[config.mk]
export PLATFORM = sky130hd
export DESIGN_NAME = clock_gen_prog_flat
export DESIGN_NICKNAME = d
export VERILOG_FILES = /design/src/rtl/clock_gen_prog_if.sv /design/src/rtl/clock_gen_prog.sv /design/src/flat_wrapper.sv
export SDC_FILE = /design/constraint.sdc
export NUM_CORES = 1
export LEC_CHECK = 0
export ABC_AREA = 1
export CAP_MARGIN = 10
export CORE_UTILIZATION = 50
export CTS_CLUSTER_SIZE = 40
export DETAILED_ROUTE_END_ITERATION = 8
export PLACE_DENSITY = 0.8
export SYNTH_ARGS = -nofsm -noshare
export SYNTH_HDL_FRONTEND = slang
export SYNTH_SLANG_ARGS = --single-unit
[constraint.sdc]
create_clock -name clk_in -period 1.7 [get_ports clk_in]
set_input_delay 0.17 -clock clk_in [delete_from_list [all_inputs] [get_ports clk_in]]
set_output_delay 0.17 -clock clk_in [all_outputs]
set_load 0.05 [all_outputs]
[src/rtl/clock_gen_prog_if.sv]
// rtl/clock_gen_prog_if.sv - control and divided-clock bundle for clock_gen_prog
//   en/load/div_val             : per-channel enable, ratio load strobe, ratio fields (master drives)
//   clk_out/clk_strobe          : divided clocks and their rising-edge strobes (slave drives)
//   div_active/toggle_counter   : ratio in use and clk_out transition count per channel (slave drives)
interface clock_gen_prog_if #(
  parameter int NUM_CH   = 4,
  parameter int DIV_W    = 8,
  parameter int TOGGLE_W = 8
);
  logic [NUM_CH-1:0]          en;
  logic [NUM_CH-1:0]          load;
  logic [NUM_CH*DIV_W-1:0]    div_val;
  logic [NUM_CH-1:0]          clk_out;
  logic [NUM_CH-1:0]          clk_strobe;
  logic [NUM_CH*DIV_W-1:0]    div_active;
  logic [NUM_CH*TOGGLE_W-1:0] toggle_counter;

  modport master (
    output en, load, div_val,
    input  clk_out, clk_strobe, div_active, toggle_counter
  );

  modport slave (
    input  en, load, div_val,
    output clk_out, clk_strobe, div_active, toggle_counter
  );
endinterface

[src/rtl/clock_gen_prog.sv]
// rtl/clock_gen_prog.sv - NUM_CH independent runtime-programmable integer clock dividers
//   clk_in : system clock, all state on its rising edge
//   rst    : synchronous active-low reset
//   bus    : clock_gen_prog_if.slave (en, load, div_val in; clk_out, clk_strobe,
//            div_active, toggle_counter out)
//   CLOCK_GEN_DUTY50_EN : when defined, odd ratios get a falling-edge extension
//                         flop so clk_out is high for exactly N/2 cycles
module clock_gen_prog #(
  parameter int NUM_CH      = 4,
  parameter int DIV_W       = 8,
  parameter int TOGGLE_W    = 8,
  parameter int DEFAULT_DIV = 2
) (
  input logic              clk_in,
  input logic              rst,
  clock_gen_prog_if.slave  bus
);

  localparam logic [DIV_W-1:0] RST_DIV = DIV_W'(DEFAULT_DIV);

  logic [DIV_W-1:0]    cnt_q   [NUM_CH];
  logic [DIV_W-1:0]    cnt_d   [NUM_CH];
  logic [DIV_W-1:0]    div_q   [NUM_CH];
  logic [DIV_W-1:0]    div_d   [NUM_CH];
  logic [DIV_W-1:0]    pend_q  [NUM_CH];
  logic [DIV_W-1:0]    pend_d  [NUM_CH];
  logic [TOGGLE_W-1:0] tog_q   [NUM_CH];
  logic [TOGGLE_W-1:0] tog_d   [NUM_CH];
  logic [NUM_CH-1:0]   pend_flag_q, pend_flag_d;
  logic [NUM_CH-1:0]   clk_q, clk_d;
  logic [NUM_CH-1:0]   strobe_q, strobe_d;
  logic [DIV_W-1:0]    slice;

  // Ratios below 2 cannot produce a clock, so they are forced to 2.
  function automatic logic [DIV_W-1:0] clamp_div(input logic [DIV_W-1:0] v);
    return (v < DIV_W'(2)) ? DIV_W'(2) : v;
  endfunction

  always_comb begin
    slice       = '0;
    pend_flag_d = pend_flag_q;
    clk_d       = clk_q;
    strobe_d    = '0;
    for (int i = 0; i < NUM_CH; i++) begin
      cnt_d[i]  = cnt_q[i];
      div_d[i]  = div_q[i];
      pend_d[i] = pend_q[i];
      tog_d[i]  = tog_q[i];
      slice     = bus.div_val[i*DIV_W +: DIV_W];
      if (!bus.en[i]) begin
        // Idle channel: nothing to protect, so ratio updates land at once.
        cnt_d[i] = '0;
        clk_d[i] = 1'b0;
        if (pend_flag_q[i]) begin
          div_d[i]       = clamp_div(pend_q[i]);
          pend_flag_d[i] = 1'b0;
        end
        if (bus.load[i]) begin
          div_d[i]       = clamp_div(slice);
          pend_flag_d[i] = 1'b0;
        end
      end else begin
        if (cnt_q[i] == div_q[i] - 1'b1) begin
          // Period boundary: the only place a new ratio may take over.
          cnt_d[i]    = '0;
          clk_d[i]    = 1'b1;
          strobe_d[i] = 1'b1;
          if (pend_flag_q[i]) begin
            div_d[i]       = clamp_div(pend_q[i]);
            pend_flag_d[i] = 1'b0;
          end
        end else begin
          cnt_d[i] = cnt_q[i] + 1'b1;
          if (cnt_q[i] + 1'b1 == (div_q[i] >> 1)) begin
            clk_d[i] = 1'b0;
          end
        end
        // A load coinciding with a wrap is held for the following wrap.
        if (bus.load[i]) begin
          pend_d[i]      = slice;
          pend_flag_d[i] = 1'b1;
        end
      end
      if (clk_d[i] != clk_q[i]) begin
        tog_d[i] = tog_q[i] + 1'b1;
      end
    end
  end

  always_ff @(posedge clk_in) begin
    if (!rst) begin
      pend_flag_q <= '0;
      clk_q       <= '0;
      strobe_q    <= '0;
      for (int i = 0; i < NUM_CH; i++) begin
        cnt_q[i]  <= '0;
        div_q[i]  <= RST_DIV;
        pend_q[i] <= '0;
        tog_q[i]  <= '0;
      end
    end else begin
      pend_flag_q <= pend_flag_d;
      clk_q       <= clk_d;
      strobe_q    <= strobe_d;
      for (int i = 0; i < NUM_CH; i++) begin
        cnt_q[i]  <= cnt_d[i];
        div_q[i]  <= div_d[i];
        pend_q[i] <= pend_d[i];
        tog_q[i]  <= tog_d[i];
      end
    end
  end

`ifdef CLOCK_GEN_DUTY50_EN
  logic [NUM_CH-1:0] neg_q, neg_d;

  always_comb begin
    neg_d = clk_q;
  end

  // Half-cycle delayed copy stretches the high phase of odd ratios by 0.5 cycle.
  always_ff @(negedge clk_in) begin
    if (!rst) begin
      neg_q <= '0;
    end else begin
      neg_q <= neg_d;
    end
  end
`endif

  for (genvar g = 0; g < NUM_CH; g++) begin : g_out
`ifdef CLOCK_GEN_DUTY50_EN
    assign bus.clk_out[g] = clk_q[g] | (neg_q[g] & div_q[g][0]);
`else
    assign bus.clk_out[g] = clk_q[g];
`endif
    assign bus.clk_strobe[g]                        = strobe_q[g];
    assign bus.div_active[g*DIV_W +: DIV_W]         = div_q[g];
    assign bus.toggle_counter[g*TOGGLE_W +: TOGGLE_W] = tog_q[g];
  end

endmodule

[src/flat_wrapper.sv]
// flat-port wrapper written by rule: the top's interface ports become plain ports
module clock_gen_prog_flat 
#(
  parameter int NUM_CH      = 4,
  parameter int DIV_W       = 8,
  parameter int TOGGLE_W    = 8,
  parameter int DEFAULT_DIV = 2
)
  (clk_in, rst, bus_en, bus_load, bus_div_val, bus_clk_out, bus_clk_strobe, bus_div_active, bus_toggle_counter);
  clock_gen_prog_if #(.NUM_CH(NUM_CH), .DIV_W(DIV_W), .TOGGLE_W(TOGGLE_W)) bus_i ();
  input logic clk_in;
  input logic rst;
  input wire logic [$bits(bus_i.en)-1:0] bus_en;
  input wire logic [$bits(bus_i.load)-1:0] bus_load;
  input wire logic [$bits(bus_i.div_val)-1:0] bus_div_val;
  output wire logic [$bits(bus_i.clk_out)-1:0] bus_clk_out;
  output wire logic [$bits(bus_i.clk_strobe)-1:0] bus_clk_strobe;
  output wire logic [$bits(bus_i.div_active)-1:0] bus_div_active;
  output wire logic [$bits(bus_i.toggle_counter)-1:0] bus_toggle_counter;
  assign bus_i.en = bus_en;
  assign bus_i.load = bus_load;
  assign bus_i.div_val = bus_div_val;
  assign bus_clk_out = bus_i.clk_out;
  assign bus_clk_strobe = bus_i.clk_strobe;
  assign bus_div_active = bus_i.div_active;
  assign bus_toggle_counter = bus_i.toggle_counter;
  clock_gen_prog #(.NUM_CH(NUM_CH), .DIV_W(DIV_W), .TOGGLE_W(TOGGLE_W), .DEFAULT_DIV(DEFAULT_DIV)) u_core (.clk_in(clk_in), .rst(rst), .bus(bus_i));
endmodule
==> out/qor.csv, run 1 <==
metric,value,unit
synthFlopType,dfxtp_1,
rsz0062_at_grt,yes,
wirelength,25.28,mm
syn-cell-area,7901,um^2
yosysMostFrequentCell,nand2_1,
postPlaceCellArea,10490,um^2
drive_gt1_share,38.61,%
synth_top_area_cell,dfxtp_1,
required,2.06,ns
worst_setup_path_start_kind,flip-flop,
avgSynthCellArea,6.968,um^2
synth_seq_cells,140,
arrival,2.36,ns
worst_slew_pin_slew,0.9209,ns
synth-xor-area-share,9.169,%
async_flop_share,0,%
synth_edf_count,0,
h-tree-depth,4,
ios,114,
fin_cells,1633,
cts_max_path_buffers,2,
postCtsHoldBufs,0,
power_density,889.6,nW/um^2
fin_nets,1463,
start_util,51.59,%
vias_per_cell,5.486,
cts_buffers,17,
clk_pin_slew,0.06,ns
fillers,985,
design_area,12300,um^2
syn_to_final_growth,55.63,%
dr.pass1.iters,5,
core,15310,um^2
seq_area_frac_synth,35.47,%
clock_sinks,140,
antenna_found_initial,0,
setup_violations,96,
die_h,127.7,um
cap_violations,0,
cp_max_fo,8,
synth_mux_area_share,0,%
max_freq,499.3,MHz
min_path_type,in2reg,
clock_latency,0.43,ns
syn_inst,1134,
clock_skew,0.009893,ns
grt_max_degree,31,
cts_tree,built,
violations,negative setup slack,
grt_pass1_wl,38.14,mm
min_period,2.003,ns
critPathKind,reg2reg,
dp.cells,1578,
root_buffer,clkbuf_16,
via_count,8958,
synthSimpleGateAreaFrac,32.64,%
antennaDiodeCount,0,
synth_top_family_by_area,simple AND/OR/NAND/NOR gates,
dpl.hpwl,15.63,mm
drcViolationCount,0,
grtUsageTotal,28.77,%
yosys.area.top_type_share,35.47,%
finalWorstSetupSlack,-0.3029,ns
syn-num-nets,1188,
yosysWarnings,0,
synthAdderAreaFrac,1.900,%
synth_common_cells,"nand2_1, nor2_1, dfxtp_1, nand3_1, inv_1",
hold_viol,0,
grt_pass1_vias,8155,
gp_congestion,0.8782,
ys_top_cells_by_area,"dfxtp_1, nand2_1, nor2_1, nand3_1, inv_1",
status,"complete, but fails checks",
ys_types,41,
synth_compound_area_share,13.59,%
die_x,127.7,um
post-route-period-util,117.8,%
place.port_buffers,113,
die_area,16310,um^2
slew_violations,0,
wl_per_cell,15.48,um
ir_worst_vdd,766.5,uV
grt.overflow.total,0,
rows,45,
crit_path_end_kind,flip-flop,
slew_headroom,38.54,%
p_leak,5.105,nW
drt_iter0_markers,584,
postRouteAntennaNets,0,
## layout by cell type, fill, tap and decap left out, drive strengths merged, types with 4 or more instances in the layout
cell type and count:
ha 12, a21oi 44, nor2 187, o21ai 67
dfxtp 140, clkbuf 23, o211ai 23, buf 236
o22ai 6, dlygate4sd2 11, xnor2 36, clkdlybuf4s50 40
nand3b 9, xor2 39, nand2 242, o2111ai 18
inv 112, nand3 111, a211oi 8, o221ai 4
nor4 6, nand4 9, clkinv 6, nor3 19
## routing by layer
| layer | vias to the layer above | part of all wire [%] | track usage (%) |
|---|---|---|---|
| met5 | - | 0 | 0 |
| met2 | 323 | 51 | 50.88 |
| met1 | 4260 | 41 | 34.96 |
| li1 | 4325 | - | - |
| met3 | 50 | 5.6 | 5.843 |
| met4 | 0 | 2.0 | 9.204 |
## where the power goes
group	switching (mW)	total (mW)	internal (mW)
clock network	1.48	3.79	2.31
registers	0.285	3.80	3.52
logic	1.97	3.35	1.39
total	3.73	10.9	7.21
## cells by family (layout without fill, tap and decap cells)
group                    after synthesis  in the layout
XOR/XNOR                              78             78
flip-flops                           140            140
AO/OA/AOI/OAI                        176            176
buffers and inverters                144            430
adder cells (fa/ha/maj)               12             12
AND/OR/NAND/NOR                      584            586
## layout make-up
type | instances | area (um^2) | area share, %
multi-input cells | 852 | 5633 | 45.81
flip-flops and latches | 140 | 2912 | 23.68
repair buffers | 287 | 2434 | 19.79
clock buffers | 23 | 521.8 | 4.243
inverters | 111 | 454.2 | 3.694
well taps | 211 | 264.0 | 2.147
clock inverters | 9 | 78.83 | 0.6410
## registers in the layout, indices dropped and copies added (netlist names)
name and count:
u_core.div_q 32, u_core.cnt_q 32, u_core.pend_q 32, u_core.tog_q 32
u_core.bus.clk_out 4, u_core.pend_flag_q 4, u_core.bus.clk_strobe 4
## through the flow
step / total power [mW] / hold slack (ns) / TNS (ns) / util, % / setup slack (ns)
final: 10.94 / 0.1536 / -15.98 / 80.29 / -0.3029
after global placement: 6.543 / 0.4314 / -8.880 / 68.46 / -0.2349
after detailed placement: 6.604 / 0.4392 / -12.86 / 68.46 / -0.2756
after floorplan: 5.600 / 0.2908 / -6.600 / - / -0.1511
after CTS: 10.60 / 0.1310 / -10.22 / 75.82 / -0.2198
after global routing: 11.38 / 0.1566 / -24.33 / 80.29 / -0.4387
## worst paths after layout
| check | from | endpoint | slack [ns] | cells past startpoint |
|---|---|---|---|---|
| max reg2reg | u_core.div_q[0][24] | u_core.tog_q[3][7] | -0.30 | 11 |
| max | u_core.div_q[0][24] | u_core.tog_q[3][7] | -0.30 | 11 |
| min | rst | u_core.div_q[0][9] | 0.15 | 2 |
| min reg2reg | u_core.pend_q[0][0] | u_core.pend_q[0][0] | 0.45 | 2 |
## critical path, stage by stage, from the launching register on
cell and delay (ns):
dfxtp_4 0.37, inv_4 0.05, ha_4 0.17, xnor2_2 0.14
xor2_1 0.18, nor3_2 0.27, nand2_4 0.14, nand2_4 0.13
nand3_4 0.17, nand3b_1 0.14, nand2_1 0.07, nor2_1 0.11
## timing repair
action	in CTS	in global routing
cloned	3	0
endpoints found under the setup margin	114	106
setup buffers	12	12
hold endpoints to repair	0	0
gates resized for setup	114	175
pin swaps	64	74
(Power assumes the default switching activity.)
==> run 2, diff against run 1 <==
RECOVER_POWER = 25   (was default)
SKIP_CTS_REPAIR_TIMING = 1   (was default)
==> out/qor.csv, run 2 (synthesized netlist as in run 1, its figures left out) <==
metric,value,unit
post-route-period-util,118.7,%
setup_violations,104,
min_path_type,in2reg,
die_area,16310,um^2
die_x,127.7,um
grt_pass1_vias,7792,
syn_to_final_growth,54.41,%
start_util,51.59,%
grt_max_degree,31,
rsz0062_at_grt,yes,
fin_nets,1464,
min_period,2.018,ns
slew_violations,0,
wl_per_cell,15.28,um
cp_slowest_cell,dfxtp_4,
cap_violations,0,
postRouteAntennaNets,0,
critPathKind,reg2reg,
dpl.hpwl,15.63,mm
layout_common_cells,"buf_4, nand2_1, nor2_1",
finalWorstSetupSlack,-0.3182,ns
die_h,127.7,um
ios,114,
violations,negative setup slack,
cp_max_fo,7,
rows,45,
power.total,10.85,mW
hold_viol,0,
clock_latency,0.43,ns
power_density,889.6,nW/um^2
layout_commonest_cell,buf_4,
dp.cells,1578,
fin_cells,1634,
clock_skew,0.01033,ns
drcViolationCount,0,
grt_pass1_wl,35.58,mm
crit_chain,"inv_4, ha_4, nand3_4, buf_4, xnor2_1, nand2_1, nor2_1, nand2_2, nand2_4, nand2_4, nand2_4, nand2_8, nor2_1, nor2_1",
required,2.02,ns
drive_gt1_share,37.10,%
dr.pass1.iters,7,
antenna_found_initial,0,
h-tree-depth,4,
place.port_buffers,113,
ir_worst_vdd,743.1,uV
cts_max_path_buffers,2,
slew_headroom,38.41,%
worst_slew_pin_slew,0.9228,ns
drt_iter0_markers,572,
clock_sinks,140,
p_leak,5.209,nW
via_count,8964,
grt.overflow.total,0,
cpPeakStageDelay,0.35,ns
cts_tree,built,
clk_pin_slew,0.06,ns
root_buffer,clkbuf_16,
max_freq,495.5,MHz
gp_congestion,0.8782,
crit_path_end_kind,flip-flop,
core,15310,um^2
grtUsageTotal,26.71,%
vias_per_cell,5.486,
wirelength,24.97,mm
antennaDiodeCount,0,
status,"complete, but fails checks",
arrival,2.34,ns
worst_setup_path_start_kind,flip-flop,
cts_buffers,17,
-- run 2: final cells by class --
type                    instances  area [um^2]
multi-input cells             852         5533
fillers                       994         3114
flip-flops and latches        140         2909
repair buffers                288         2437
clock buffers                  23        521.8
inverters                     111        456.7
well taps                     211        264.0
clock inverters                 9        78.83
-- run 2: power by group --
group | internal, mW | total, mW | switching (mW)
registers | 3.52 | 3.80 | 0.281
clock network | 2.31 | 3.79 | 1.48
logic | 1.35 | 3.27 | 1.92
-- run 2: per-layer routing --
layer | global-route usage [%] | up-vias | wire, um
met4 | 9.066 | 0 | 653
met3 | 5.384 | 67 | 1386
met1 | 32.77 | 4212 | 10160
met5 | 0 | - | 0
met2 | 46.67 | 356 | 12770
li1 | - | 4329 | -
-- run 2: worst paths after layout --
kind,depth (start not counted),slack [ns],endpoint,startpoint
max,14,-0.32,u_core.tog_q[2][0],u_core.div_q[0][17]
min reg2reg,2,0.45,u_core.pend_q[0][0],u_core.pend_q[0][0]
min,2,0.17,u_core.div_q[0][25],rst
max reg2reg,14,-0.32,u_core.tog_q[2][0],u_core.div_q[0][17]
-- run 2: critical path, delay by kind of cell, from the launching register on --
family | cells | cell delay (ns)
xor+xnor | 1 | 0.15
simple gates | 10 | 1.05
flops | 1 | 0.35
buf+inv | 2 | 0.21
fa+ha+maj | 1 | 0.15
-- run 2: metrics by stage --
step,utilization (%),TNS [ns],worst slack (ns),hold WS [ns],area [um^2]
finish,79.66,-17.20,-0.3182,0.1708,12200
global route,79.66,-26.89,-0.4037,0.1742,12200
CTS,72.39,-19.37,-0.3261,0.1315,11090
detailed placement,68.46,-12.86,-0.2756,0.4392,10490
global placement,68.46,-8.880,-0.2349,0.4314,10490
floorplan,-,-6.600,-0.1511,0.2908,8204
==> run 3, diff against run 2 <==
CTS_CLUSTER_SIZE = 20   (was 40)
SETUP_SLACK_MARGIN = 0.05   (was default)
==> out/qor.csv, run 3 (synthesized netlist as in run 1, its figures left out) <==
metric,value,unit
status,"complete, but fails checks",
violations,negative setup slack,
clock_skew,0.009542,ns
p_clk_share,37.7,%
use_met3,5.092,%
antenna_found_initial,1,
grt_max_degree,76,
worst_setup_path_start_kind,flip-flop,
max_freq,500.1,MHz
p_sw_share,32.86,%
wirelength,24.26,mm
rows,45,
dr.pass1.iters,6,
cp_slowest_cell,dfxtp_4,
seq_power_share,33.9,%
power_frac_comb,28.4,%
grtUsageMet2,44.49,%
p_sw,3.691,mW
intPower,7.544,mW
multi_input_area,5494,um^2
dp.cells,1583,
finalWorstSetupSlack,-0.2995,ns
drt_iter0_markers,643,
root_buffer,clkbuf_16,
start_util,51.59,%
r2r_slack,-0.30,ns
power.total,11.24,mW
clock_sinks,140,
h-tree-depth,4,
vias_per_cell,5.426,
cpPeakStageDelay,0.37,ns
startpoint,u_core.cnt_q[1][0],
rsz0062_at_grt,yes,
place.port_buffers,113,
fillers,1011,
dpl.hpwl,15.69,mm
grtUsageTotal,26.26,%
drcViolationCount,0,
clk_pin_slew,0.06,ns
power_density,921.6,nW/um^2
drive_gt1_share,35.79,%
min_path_type,in2reg,
gp_congestion,0.8849,
via_count,8860,
use_met1,32.97,%
hold_viol,0,
ios,114,
cts_tree,built,
worst_r2r_path_depth,16,
die_x,127.7,um
grt_pass1_vias,7727,
reg2reg_from,u_core.cnt_q[1][0],
post-place-ws,-0.2653,ns
die_area,16310,um^2
antennaDiodeCount,0,
arrival,2.36,ns
layout_common_cells,"buf_4, nand2_1, nor2_1",
wl_per_cell,14.85,um
fin_cells,1633,
grt_pass1_wl,34.69,mm
p_leak,5.226,nW
cts_max_path_buffers,2,
slew_violations,0,
cts_buffers,17,
min_period,2.000,ns
crit_path_end_kind,flip-flop,
grt.overflow.total,0,
cp_max_fo,7,
crit_chain,"ha_4, inv_2, nand2_2, nand2_1, nand2_1, nand2_1, nand3_1, nor2_2, nand3_2, nand2_2, nand2_4, nand2_4, nand2_4, nand2_8, nor2_4, nor2_1",
ir_worst_vdd,765.5,uV
post-route-period-util,117.6,%
required,2.06,ns
die_h,127.7,um
slew_headroom,54.30,%
gr-max-usage-layer,met2,
syn_to_final_growth,54.30,%
cp-endpoint,u_core.tog_q[1][2],
worst_slew_pin_slew,0.6884,ns
cap_violations,0,
worstHoldPathCells,4,
postRouteAntennaNets,0,
fin_nets,1463,
layout_commonest_cell,buf_4,
reg2reg_to,u_core.tog_q[1][2],
clock_latency,0.43,ns
setup_violations,104,
core,15310,um^2
critPathKind,reg2reg,
layout.area.seq,2903,um^2
## run 3: through the flow
stage / hold slack [ns] / cell area, um^2 / util, % / TNS (ns)
CTS: 0.2674 / 11230 / 73.32 / -18.16
detailed placement: 0.4447 / 10550 / 68.87 / -14.20
global placement: 0.4399 / 10550 / 68.87 / -11.30
finish: 0.2794 / 12190 / 79.61 / -15.30
global route: 0.2874 / 12190 / 79.61 / -26.33
floorplan: 0.2908 / 8249 / - / -7.006
## run 3: final cells by class
cell class / count / share of cell area, %
clock inverter: 11 / 1.457
sequential: 140 / 23.81
tap: 211 / 2.165
inverter: 111 / 3.766
clock buffer: 21 / 4.126
multi-input combinational: 854 / 45.06
timing repair buffer: 285 / 19.61
## run 3: per-layer routing
metal | routed length, um | vias up
li1 | - | 4321
met1 | 10040 | 4119
met2 | 12170 | 348
met3 | 1411 | 70
met4 | 620 | 2
met5 | 13 | -
## run 3: worst min-delay path by stage
stage	endpoint	startpoint	slack, ns
2_1_floorplan	u_core.bus.clk_out[3]	bus_en[3]	0.29
3_3_place_gp	u_core.pend_q[0][0]	u_core.pend_q[0][0]	0.44
3_5_place_dp	u_core.pend_q[0][0]	u_core.pend_q[0][0]	0.44
4_1_cts	u_core.tog_q[3][1]	rst	0.27
5_1_grt	u_core.tog_q[1][1]	rst	0.29
6_report	u_core.tog_q[3][1]	rst	0.28
## run 3: worst max-delay path: cells and delay by family, from the launching register on
family	cells	cell delay [ns]
DFF	1	0.37
buffers and inverters	1	0.06
adders and majority gates	1	0.18
and+or+nand+nor	14	1.32
## run 3: power by group through the flow
stage	Combinational (mW)	Sequential [mW]	Clock [mW]
finish	3.19	3.81	4.24
detailed placement	2.78	3.84	0
global route	3.43	3.84	4.41
global placement	2.72	3.83	0
floorplan	1.28	4.34	0
CTS	2.80	3.77	4.27
